### config.mk
export PLATFORM = sky130hd
export DESIGN_NAME = parking_gate_ctrl
export DESIGN_NICKNAME = d
export VERILOG_FILES = /design/src/rtl/parking_gate_ctrl.sv
export SDC_FILE = /design/constraint.sdc
export NUM_CORES = 1
export LEC_CHECK = 0
export CAP_MARGIN = 20
export CORE_ASPECT_RATIO = 1.1
export CORE_MARGIN = 2
export CORE_UTILIZATION = 40
export CTS_CLUSTER_SIZE = 16
export DETAILED_ROUTE_END_ITERATION = 12
export PLACE_DENSITY_LB_ADDON = 0.12
export SLEW_MARGIN = 40
export SYNTH_ARGS = -nofsm -noshare
export SYNTH_HDL_FRONTEND = slang
export SYNTH_SLANG_ARGS = --single-unit
### constraint.sdc
create_clock -name CLK -period 2.61 [get_ports CLK]
set_input_delay 0.261 -clock CLK [delete_from_list [all_inputs] [get_ports CLK]]
set_output_delay 0.261 -clock CLK [all_outputs]
set_load 0.1 [all_outputs]
### src/rtl/parking_gate_ctrl.sv
// Entry barrier controller: grants or denies entry, times the barrier open/guard
// windows, and keeps a saturating occupancy count with full/empty/sticky-error flags.
module parking_gate_ctrl #(
  parameter int unsigned CAPACITY     = 10,
  parameter int unsigned CNT_W        = 4,
  parameter int unsigned OPEN_CYCLES  = 8,
  parameter int unsigned GUARD_CYCLES = 4,
  parameter int unsigned TMR_W        = 8
) (
  input  logic             CLK,
  input  logic             reset,
  input  logic             req_in,
  input  logic             car_in,
  input  logic             car_out,
  output logic             gate_open,
  output logic             grant,
  output logic             deny,
  output logic             full,
  output logic             empty,
  output logic [CNT_W-1:0] ocupacao,
  output logic             erro
);

  localparam logic [CNT_W-1:0] CAP_V   = CNT_W'(CAPACITY);
  localparam logic [TMR_W-1:0] OPEN_T  = TMR_W'(OPEN_CYCLES - 1);
  localparam logic [TMR_W-1:0] GUARD_T = TMR_W'(GUARD_CYCLES - 1);

  typedef enum logic [1:0] {IDLE, OPEN, PASS} state_t;

  state_t           state;
  logic [TMR_W-1:0] timer;

  logic [CNT_W-1:0] occ_next_c;
  logic             ovf_c;
  logic             unf_c;

  // Next occupancy with saturation; simultaneous in/out cancels out.
  always_comb begin
    occ_next_c = ocupacao;
    ovf_c      = 1'b0;
    unf_c      = 1'b0;
    if (car_in && !car_out) begin
      if (ocupacao == CAP_V) ovf_c = 1'b1;
      else                   occ_next_c = ocupacao + CNT_W'(1);
    end else if (car_out && !car_in) begin
      if (ocupacao == '0) unf_c = 1'b1;
      else                occ_next_c = ocupacao - CNT_W'(1);
    end
  end

  always_ff @(posedge CLK) begin
    if (!reset) begin
      state     <= IDLE;
      timer     <= '0;
      ocupacao  <= '0;
      gate_open <= 1'b0;
      grant     <= 1'b0;
      deny      <= 1'b0;
      erro      <= 1'b0;
      full      <= 1'b0;
      empty     <= 1'b1;
    end else begin
      grant    <= 1'b0;
      deny     <= 1'b0;
      ocupacao <= occ_next_c;
      full     <= (occ_next_c == CAP_V);
      empty    <= (occ_next_c == '0);

      // A car entering outside the authorized window is tailgating.
      if (ovf_c || unf_c || (car_in && state != OPEN)) erro <= 1'b1;

      case (state)
        IDLE: begin
          if (req_in) begin
            if (full) begin
              deny <= 1'b1;
            end else begin
              state     <= OPEN;
              timer     <= OPEN_T;
              grant     <= 1'b1;
              gate_open <= 1'b1;
            end
          end
        end
        OPEN: begin
          if (car_in) begin
            state <= PASS;
            timer <= GUARD_T;
          end else if (timer == '0) begin
            state     <= IDLE;
            gate_open <= 1'b0;
          end else begin
            timer <= timer - TMR_W'(1);
          end
        end
        PASS: begin
          if (timer == '0) begin
            state     <= IDLE;
            gate_open <= 1'b0;
          end else begin
            timer <= timer - TMR_W'(1);
          end
        end
        default: begin
          state     <= IDLE;
          gate_open <= 1'b0;
        end
      endcase
    end
  end

endmodule
# == Word-level counts from Yosys, hierarchy flattened ==
# Cells that the tools add are included.
# totals
in_bits,5
output_inout_bits,10
latchBits,0
mem_bits_ro,0
ram_bits,0
memories,0
elab_cells,62
regBits,20
# op_classes
n_shift,0
magnitude_cmp,0
add_sub_neg,3
n_bitwise,0
mul,0
n_eq_ne,8
n_div,0
reduce_logical,16
n_mux,26
# op_table
operator,n
$mux W8,4
$pmux W8 S3,1
$mux W4,4
$mux W1,11
$reduce_and A3 Y1,3
$eq A4 B4 Y1 const B,2
$logic_not A4 Y1,2
$logic_not A8 Y1,1
$mux W2,4
$sub A8 B1 Y8 const B,1
$ne A2 B2 Y1 const B,3
$pmux W2 S3,1
$add A4 B1 Y4 const B,1
$sub A4 B1 Y4 const B,1
$logic_and A1 B1 Y1,3
$pmux W1 S3,1
$reduce_bool A3 Y1,1
$eq A2 B1 Y1 const B,1
$eq A2 B2 Y1 const B,1
$logic_not A1 Y1,2
$logic_not A2 Y1,1
$logic_or A1 B1 Y1,2
$ne A2 B1 Y1 const B,1
$reduce_and A2 Y1,1

# == Logic depth before layout (Yosys ltp) ==
# Gate-level depths: netlist of run 1.
# depth
depth_word,6
ltp_mapped,7

# == Least setup slack after synthesis of run 1 ==
# No wires, ideal clock.
# synth_timing
path_kind,register to register
startpoint,reg ocupacao[0]
endpoint,reg empty
slack_ns,0.235
stages_incl_launch_ff,8
period_less_slack_ns,2.375
t_required_ns,2.482
setup_ns,0.128
t_arrival_ns,2.246
cell_sequence,dfxtp_1 -> inv_1 -> ha_1 -> nor3b_1 -> nor2_1 -> nor3_1 -> o21ai_0 -> o31ai_1
# synth_between
elab_chain_len,5
word_cells_on_any_way,9
# synth_rtl
element,line_no,source
from (decl),20,"output logic [CNT_W-1:0] ocupacao,"
from (signal assigned),65,ocupacao <= occ_next_c;
$sub A4 B1 Y4 / $logic_not A4 Y1 (equally long branches),"47, 46",
$mux W4,46,if (ocupacao == '0) unf_c = 1'b1;
$mux W4,45,end else if (car_out && !car_in) begin
$mux W4 *,42,if (car_in && !car_out) begin
$logic_not A4 Y1 *,67,empty <= (occ_next_c == '0);
to (signal assigned),67,
to (decl),19,"output logic empty,"
# Every way passes the cells marked *; elsewhere a longest branch is shown, timed or not.
# A chain may end at the register's enable or synchronous reset.

# == Worst setup path in the final report of run 1 ==
# layout_timing
startpoint,reg timer[0]
endpoint,reg timer[7]
# layout_between
elab_chain_len,4
word_cells_on_any_way,5
# layout_rtl
element,line_no,source
from (decl),31,logic [TMR_W-1:0] timer;
from (signal assigned),93,timer <= timer - TMR_W'(1);
from (signal assigned),101,timer <= timer - TMR_W'(1);
$sub A8 B1 Y8 / $logic_not A8 Y1 (equally long branches),--,
$mux W8 *,"89, 97",
$mux W8,86,if (car_in) begin
$pmux W8 S3 *,72,case (state)
# Marked as above.

==> flow_summary.toml, run 1 <==
[clock_network]
clockBufferDepth = 2
htree_levels = 1
hold_buffers = 0
clk_pin_slew_worst_paths_ns = 0.12
root_buffer = "clkbuf_4"
clk_latency_ns = 0.29
cts.repair.resized = 0
cts_setup_buffers = 0
clkSinkCount = 20
cts_buffers = 3
cts_tree = "built"

[synthesis]
syn_area_per_cell_um2 = 8.374
syn_inst = 153
yosys_most_used_dff = "dfxtp_1"
ys_seq_area_frac = 0.3125
netlist_area_mm2 = 0.001281
synth_edf_count = 0
yosys.cell_types.count = 46
synth_seq_cells = 20
async_reset_ff_frac = 0
yosys_warnings = 0
synth_fp_nets = 167

[sta]
finalHoldWorstSlack_ns = 0.4686
max_freq_ghz = 0.5012
worst_pin_slew_ns = 0.5436
hold_viol_final = 0
setup_violations = 0
max_slew_margin = 0.6365
post-route-period-util = 0.7644
skew_ns = 0.006472
tns_ns = 0
fin_crit_ns = 1.995
rsz0062_at_grt = "false"
slew_viol_final = 0

[layout]
multi_input_area_um2 = 798.3
n_antenna_cell = 0
seqCellArea_um2 = 400.4
fin_util = 0.4741
area_delta_synth_final_pct = 12.79
final_nets = 181
layout-drive-gt1-share = 0.1446
fillers = 332

[place]
dpl.hpwl_um = 2079
io_buffers = 14
gp_congestion = 0.8465

[worst_setup_path]
cp_max_fo = 5
path_class = "flop to flop"
reg2regPathDepth = 7
worstReg2RegEnd = "timer[7]$_SDFFE_PN0P_"
startpoint_type = "flop"
regToRegStartpoint = "timer[0]$_SDFFE_PN0P_"
rrSetupSlack_ns = 0.61
crit_path_end_kind = "flop"
cp.required_ns = 2.79
worstPathArrival_ns = 2.17

[routing]
wl_per_cell_um = 13.27
wl_um = 2653
drc = 0
post_drt_via_cell_ratio = 5.505
vias = 1101
drtIter0Drc = 32
ant_nets = 0
drtPass1Iterations = 4

[global_route]
grt_max_degree = 17
antenna_found_initial = 0
grt_busiest_layer = "met2"
met2_usage = 0.2699
grtUsageTotal = 0.1564
grt_remaining_overflow = 0
met3_usage = 0.02669
grt_pass1_vias = 1056
use_met1 = 0.1904
grt_pass1_wl_um = 4554

[floorplan]
rows = 21
die_w_um = 57.96
initial_core_util = 0.4204
core_area_mm2 = 0.003048
ioPinCount = 15
die-area_mm2 = 0.003672
die_y_um = 63.36

[min_path]
hold_class = "flop to flop"
min_path_cells = 2
hold_path_end = "deny$_SDFF_PN0_"
min_from = "full$_SDFF_PN0_"

[status]
status = "finished, final reports clean"

[job]
maxCapViolCount = 0

[power]
p_leak_nw = 0.6109
p_per_area_mw_per_mm2 = 800.6
ir_worst_vdd_mv = 0.4180
[per-stage QoR]
stage | setup slack [ns] | instance area, um^2 | std cells | total power [mW]
after floorplan | 0.2354 | 1281 | 153 | 0.8757
after global placement | 0.5441 | 1409 | 196 | 0.9818
after detailed placement | 0.4857 | 1409 | 196 | 0.9883
final | 0.6149 | 1445 | 200 | 1.157
after CTS | 0.5988 | 1445 | 200 | 1.171
after global routing | 0.4284 | 1445 | 200 | 1.245
[routing by layer]
metal | wire length, um | part of all wire
met1 | 1236 | 0.47
met2 | 1308 | 0.49
met3 | 81 | 0.031
met4 | 27 | 0.010
met5 | 0 | 0
[placed cells by master, fill, tap and decap left out, types with 2 or more instances in the layout]
master,instances
dfxtp_1,20
nor2_1,16
inv_1,12
o21ai_0,12
buf_4,11
ha_1,9
nand2_1,7
a21oi_1,6
nand3_1,5
xnor2_1,5
nor3b_1,4
and2_1,4
clkdlybuf4s50_1,4
nand2b_1,3
nor3_1,3
a21boi_0,3
clkbuf_4,3
nand3b_1,2
or2b_2,2
and2_2,2
xor2_1,2
o31ai_1,2
nor2b_1,2
o22ai_1,2
nor4_1,2
nand4b_1,2
mux2i_1,2
[report_power, final]
part           total, mW  internal [mW]  switching (mW)
Sequential         0.408          0.352          0.0566
Clock              0.178         0.0849          0.0933
Combinational      0.571          0.212           0.358
[flip-flops by register name (all words and copies together) (netlist names)]
register,count
timer,8
ocupacao,4
state,2
deny,1
empty,1
erro,1
full,1
gate_open,1
grant,1
[logic make-up (layout without fill, tap and decap cells)]
group	count (synthesis)	count (layout)	share of synthesized area
AND/OR/NAND/NOR	62	62	0.2939
XOR/XNOR	7	7	0.04785
adder cells (fa/ha/maj)	9	9	0.08789
multiplexers	2	2	0.01563
AO/OA/AOI/OAI	35	35	0.1777
flip-flops	20	20	0.3125
buffers and inverters	18	31	0.06445
[worst max-delay path: stages (launching register included)]
cell	delay (ns)
dfxtp_1	0.38
inv_1	0.10
ha_1	0.14
or2b_2	0.32
nor4_4	0.32
nor3b_1	0.13
o21ai_0	0.38
nor2_1	0.09
[layout make-up]
| class | count | area share |
|---|---|---|
| Tap cell | 34 | 0.02944 |
| Clock buffer | 4 | 0.02511 |
| Inverter | 12 | 0.03117 |
| Sequential cell | 20 | 0.2771 |
| Multi-Input combinational cell | 115 | 0.5524 |
| Timing Repair Buffer | 15 | 0.08485 |
[synthesized netlist by cell type, types with 2 or more instances]
library cell,instances,area share
and2_2,2,0.012
ha_1,9,0.088
o21ai_0,12,0.047
inv_1,12,0.035
nor3b_1,4,0.023
o31ai_1,2,0.012
nor2_1,16,0.047
nand3_1,5,0.020
xnor2_1,5,0.034
dfxtp_1,20,0.31
and2_1,4,0.020
nand2_1,7,0.021
nor4_1,2,0.0098
o22ai_1,2,0.0098
nand2b_1,3,0.015
nor3_1,3,0.012
mux2i_1,2,0.016
a21oi_1,6,0.023
a21boi_0,3,0.018
or2b_2,2,0.014
clkbuf_1,3,0.0088
nand4b_1,2,0.014
xor2_1,2,0.014
nand3b_1,2,0.012
nor2b_1,2,0.0098
[worst max-delay path by stage]
stage | start | to | depth (start not counted) | slack [ns]
finish | timer[0]$_SDFFE_PN0P_ | timer[7]$_SDFFE_PN0P_ | 7 | 0.61
global route | timer[0]$_SDFFE_PN0P_ | timer[3]$_SDFFE_PN0P_ | 7 | 0.43
CTS | timer[0]$_SDFFE_PN0P_ | timer[7]$_SDFFE_PN0P_ | 7 | 0.60
detailed placement | car_in | empty$_SDFF_PN1_ | 6 | 0.49
global placement | car_in | empty$_SDFF_PN1_ | 6 | 0.54
floorplan | ocupacao[0]$_SDFF_PN0_ | empty$_SDFF_PN1_ | 7 | 0.24
Power figures use the tool's default switching activity.
==> run 2, diff against run 1 <==
==> constraint.sdc (replaced) <==
create_clock -name CLK -period 1.8 [get_ports CLK]
set_input_delay 0.18 -clock CLK [delete_from_list [all_inputs] [get_ports CLK]]
set_output_delay 0.18 -clock CLK [all_outputs]
set_load 0.1 [all_outputs]
==> run 2 against run 1 <==
The run now ends with setup timing left. Sequential cell count did not move. Final cell count is 14% higher. Sequential share of layout area down 3.2 points. Clock power up 49%. Critical path type unchanged. Largest cell class unchanged. Largest power group unchanged.
==> flow_summary.toml, run 2 (same netlist as run 1, synthesis figures left out) <==
[worst_setup_path]
reg2regPathDepth = 5
worstReg2RegEnd = "gate_open$_SDFFE_PN0P_"
startpoint_type = "flop"
path_class = "flop to flop"
worstPathArrival_ns = 2.07
cp_max_fo = 3
regToRegStartpoint = "timer[4]$_SDFFE_PN0P_"
cp.required_ns = 2.01
rrSetupSlack_ns = -0.06
crit_path_end_kind = "flop"

[power]
p_leak_nw = 0.7541
p_per_area_mw_per_mm2 = 1128
ir_worst_vdd_mv = 0.7006
p_total_mw = 1.923

[status]
violations = "setup timing"
status = "complete, but fails checks"

[global_route]
grtUsageTotal = 0.1814
grt_pass1_wl_um = 5209
grt_pass1_vias = 1205
grt_remaining_overflow = 0
grt_max_degree = 15
antenna_found_initial = 0

[layout]
finalNonFillerCells = 227
fin_area_mm2 = 0.001704
final_nets = 208
layout-drive-gt1-share = 0.3420
top_regs = "timer x8, ocupacao x4, state x2"
largest_reg_flops = 8
final_cell_mix = "buf_4 (38), nor2_1 (16), dfxtp_1 (12)"
n_antenna_cell = 0
fillers = 302
final_common_cell = "buf_4"
area_delta_synth_final_pct = 33.01
regMostFlops = "timer"
fin_util = 0.5591

[place]
dpl.cell_count = 222
placed_area_mm2 = 0.001620
gp_congestion = 0.8571
pre_cts_ws_ns = -0.1713
io_buffers = 14
dpl.hpwl_um = 2361

[sta]
worst_slack_ns = -0.05780
slew_viol_final = 0
skew_ns = 0.002203
worst_pin_slew_ns = 0.4653
tns_ns = -0.05780
max_freq_ghz = 0.5383
setup_violations = 1
hold_viol_final = 0
max_slew_margin = 0.6888
post-route-period-util = 1.032
rsz0062_at_grt = "true"
fin_crit_ns = 1.858
finalHoldWorstSlack_ns = 0.4087

[clock_network]
clk_latency_ns = 0.31
cts_buffers = 3
clkSinkCount = 20
cts_tree = "built"
htree_levels = 1
root_buffer = "clkbuf_4"
clockBufferDepth = 2
clk_pin_slew_worst_paths_ns = 0.11
hold_buffers = 0

[floorplan]
core_area_mm2 = 0.003048
die-area_mm2 = 0.003672
die_y_um = 63.36
die_w_um = 57.96
rows = 21
ioPinCount = 15
initial_core_util = 0.4204

[min_path]
hold_class = "input pin to flop"
min_from = "req_in"
hold_path_end = "deny$_SDFF_PN0_"
min_path_cells = 3

[routing]
drtIter0Drc = 30
wl_um = 3019
post_drt_via_cell_ratio = 5.282
vias = 1199
ant_nets = 0
drc = 0
wl_per_cell_um = 13.30
drtPass1Iterations = 4

[job]
maxCapViolCount = 0
-- run 2: critical path, stage by stage, from the launching register on --
cell and delay [ns]:
dfxtp_1 0.33, or3_4 0.41, or4_4 0.52, a211oi_4 0.24, mux2i_1 0.21, nor2b_1 0.06
-- run 2: how the worst max path moves through the flow --
stage / startpoint / to / slack, ns
finish: timer[4]$_SDFFE_PN0P_ / gate_open$_SDFFE_PN0P_ / -0.06
global route: timer[4]$_SDFFE_PN0P_ / gate_open$_SDFFE_PN0P_ / -0.15
CTS: timer[1]$_SDFFE_PN0P_ / gate_open$_SDFFE_PN0P_ / -0.06
detailed placement: req_in / timer[1]$_SDFFE_PN0P_ / -0.17
global placement: req_in / state[1]$_SDFFE_PN0P_ / -0.10
floorplan: ocupacao[3]$_SDFF_PN0_ / empty$_SDFF_PN1_ / 0.01
-- run 2: layout make-up --
| cell class | instances | area, um^2 | share of cell area |
|---|---|---|---|
| tap | 34 | 42.54 | 0.02496 |
| sequential | 20 | 417.9 | 0.2452 |
| multi-input combinational | 115 | 837.1 | 0.4912 |
| inverter | 12 | 45.04 | 0.02643 |
| timing repair buffer | 42 | 325.3 | 0.1909 |
| clock buffer | 4 | 36.28 | 0.02129 |
-- run 2: where the power goes --
group	switching (mW)	total, mW	internal, mW
sequential	0.0554	0.569	0.513
combinational	0.613	1.09	0.476
clock	0.142	0.266	0.124
total	0.810	1.92	1.11
-- run 2: layer usage --
layer | vias up | global-route usage | part of all wire
li1 | 613 | - | -
met1 | 567 | 0.1962 | 0.45
met2 | 13 | 0.3395 | 0.51
met3 | 6 | 0.03080 | 0.021
met4 | 0 | 0.06977 | 0.022
met5 | - | 0 | 0
-- run 2: timing repair --
action / in CTS / in global routing
buffers inserted: 0 / 1
setup endpoints to repair: 1 / 10
resized for setup: 1 / 13
gates cloned: 0 / 0
pin swaps: 0 / 2
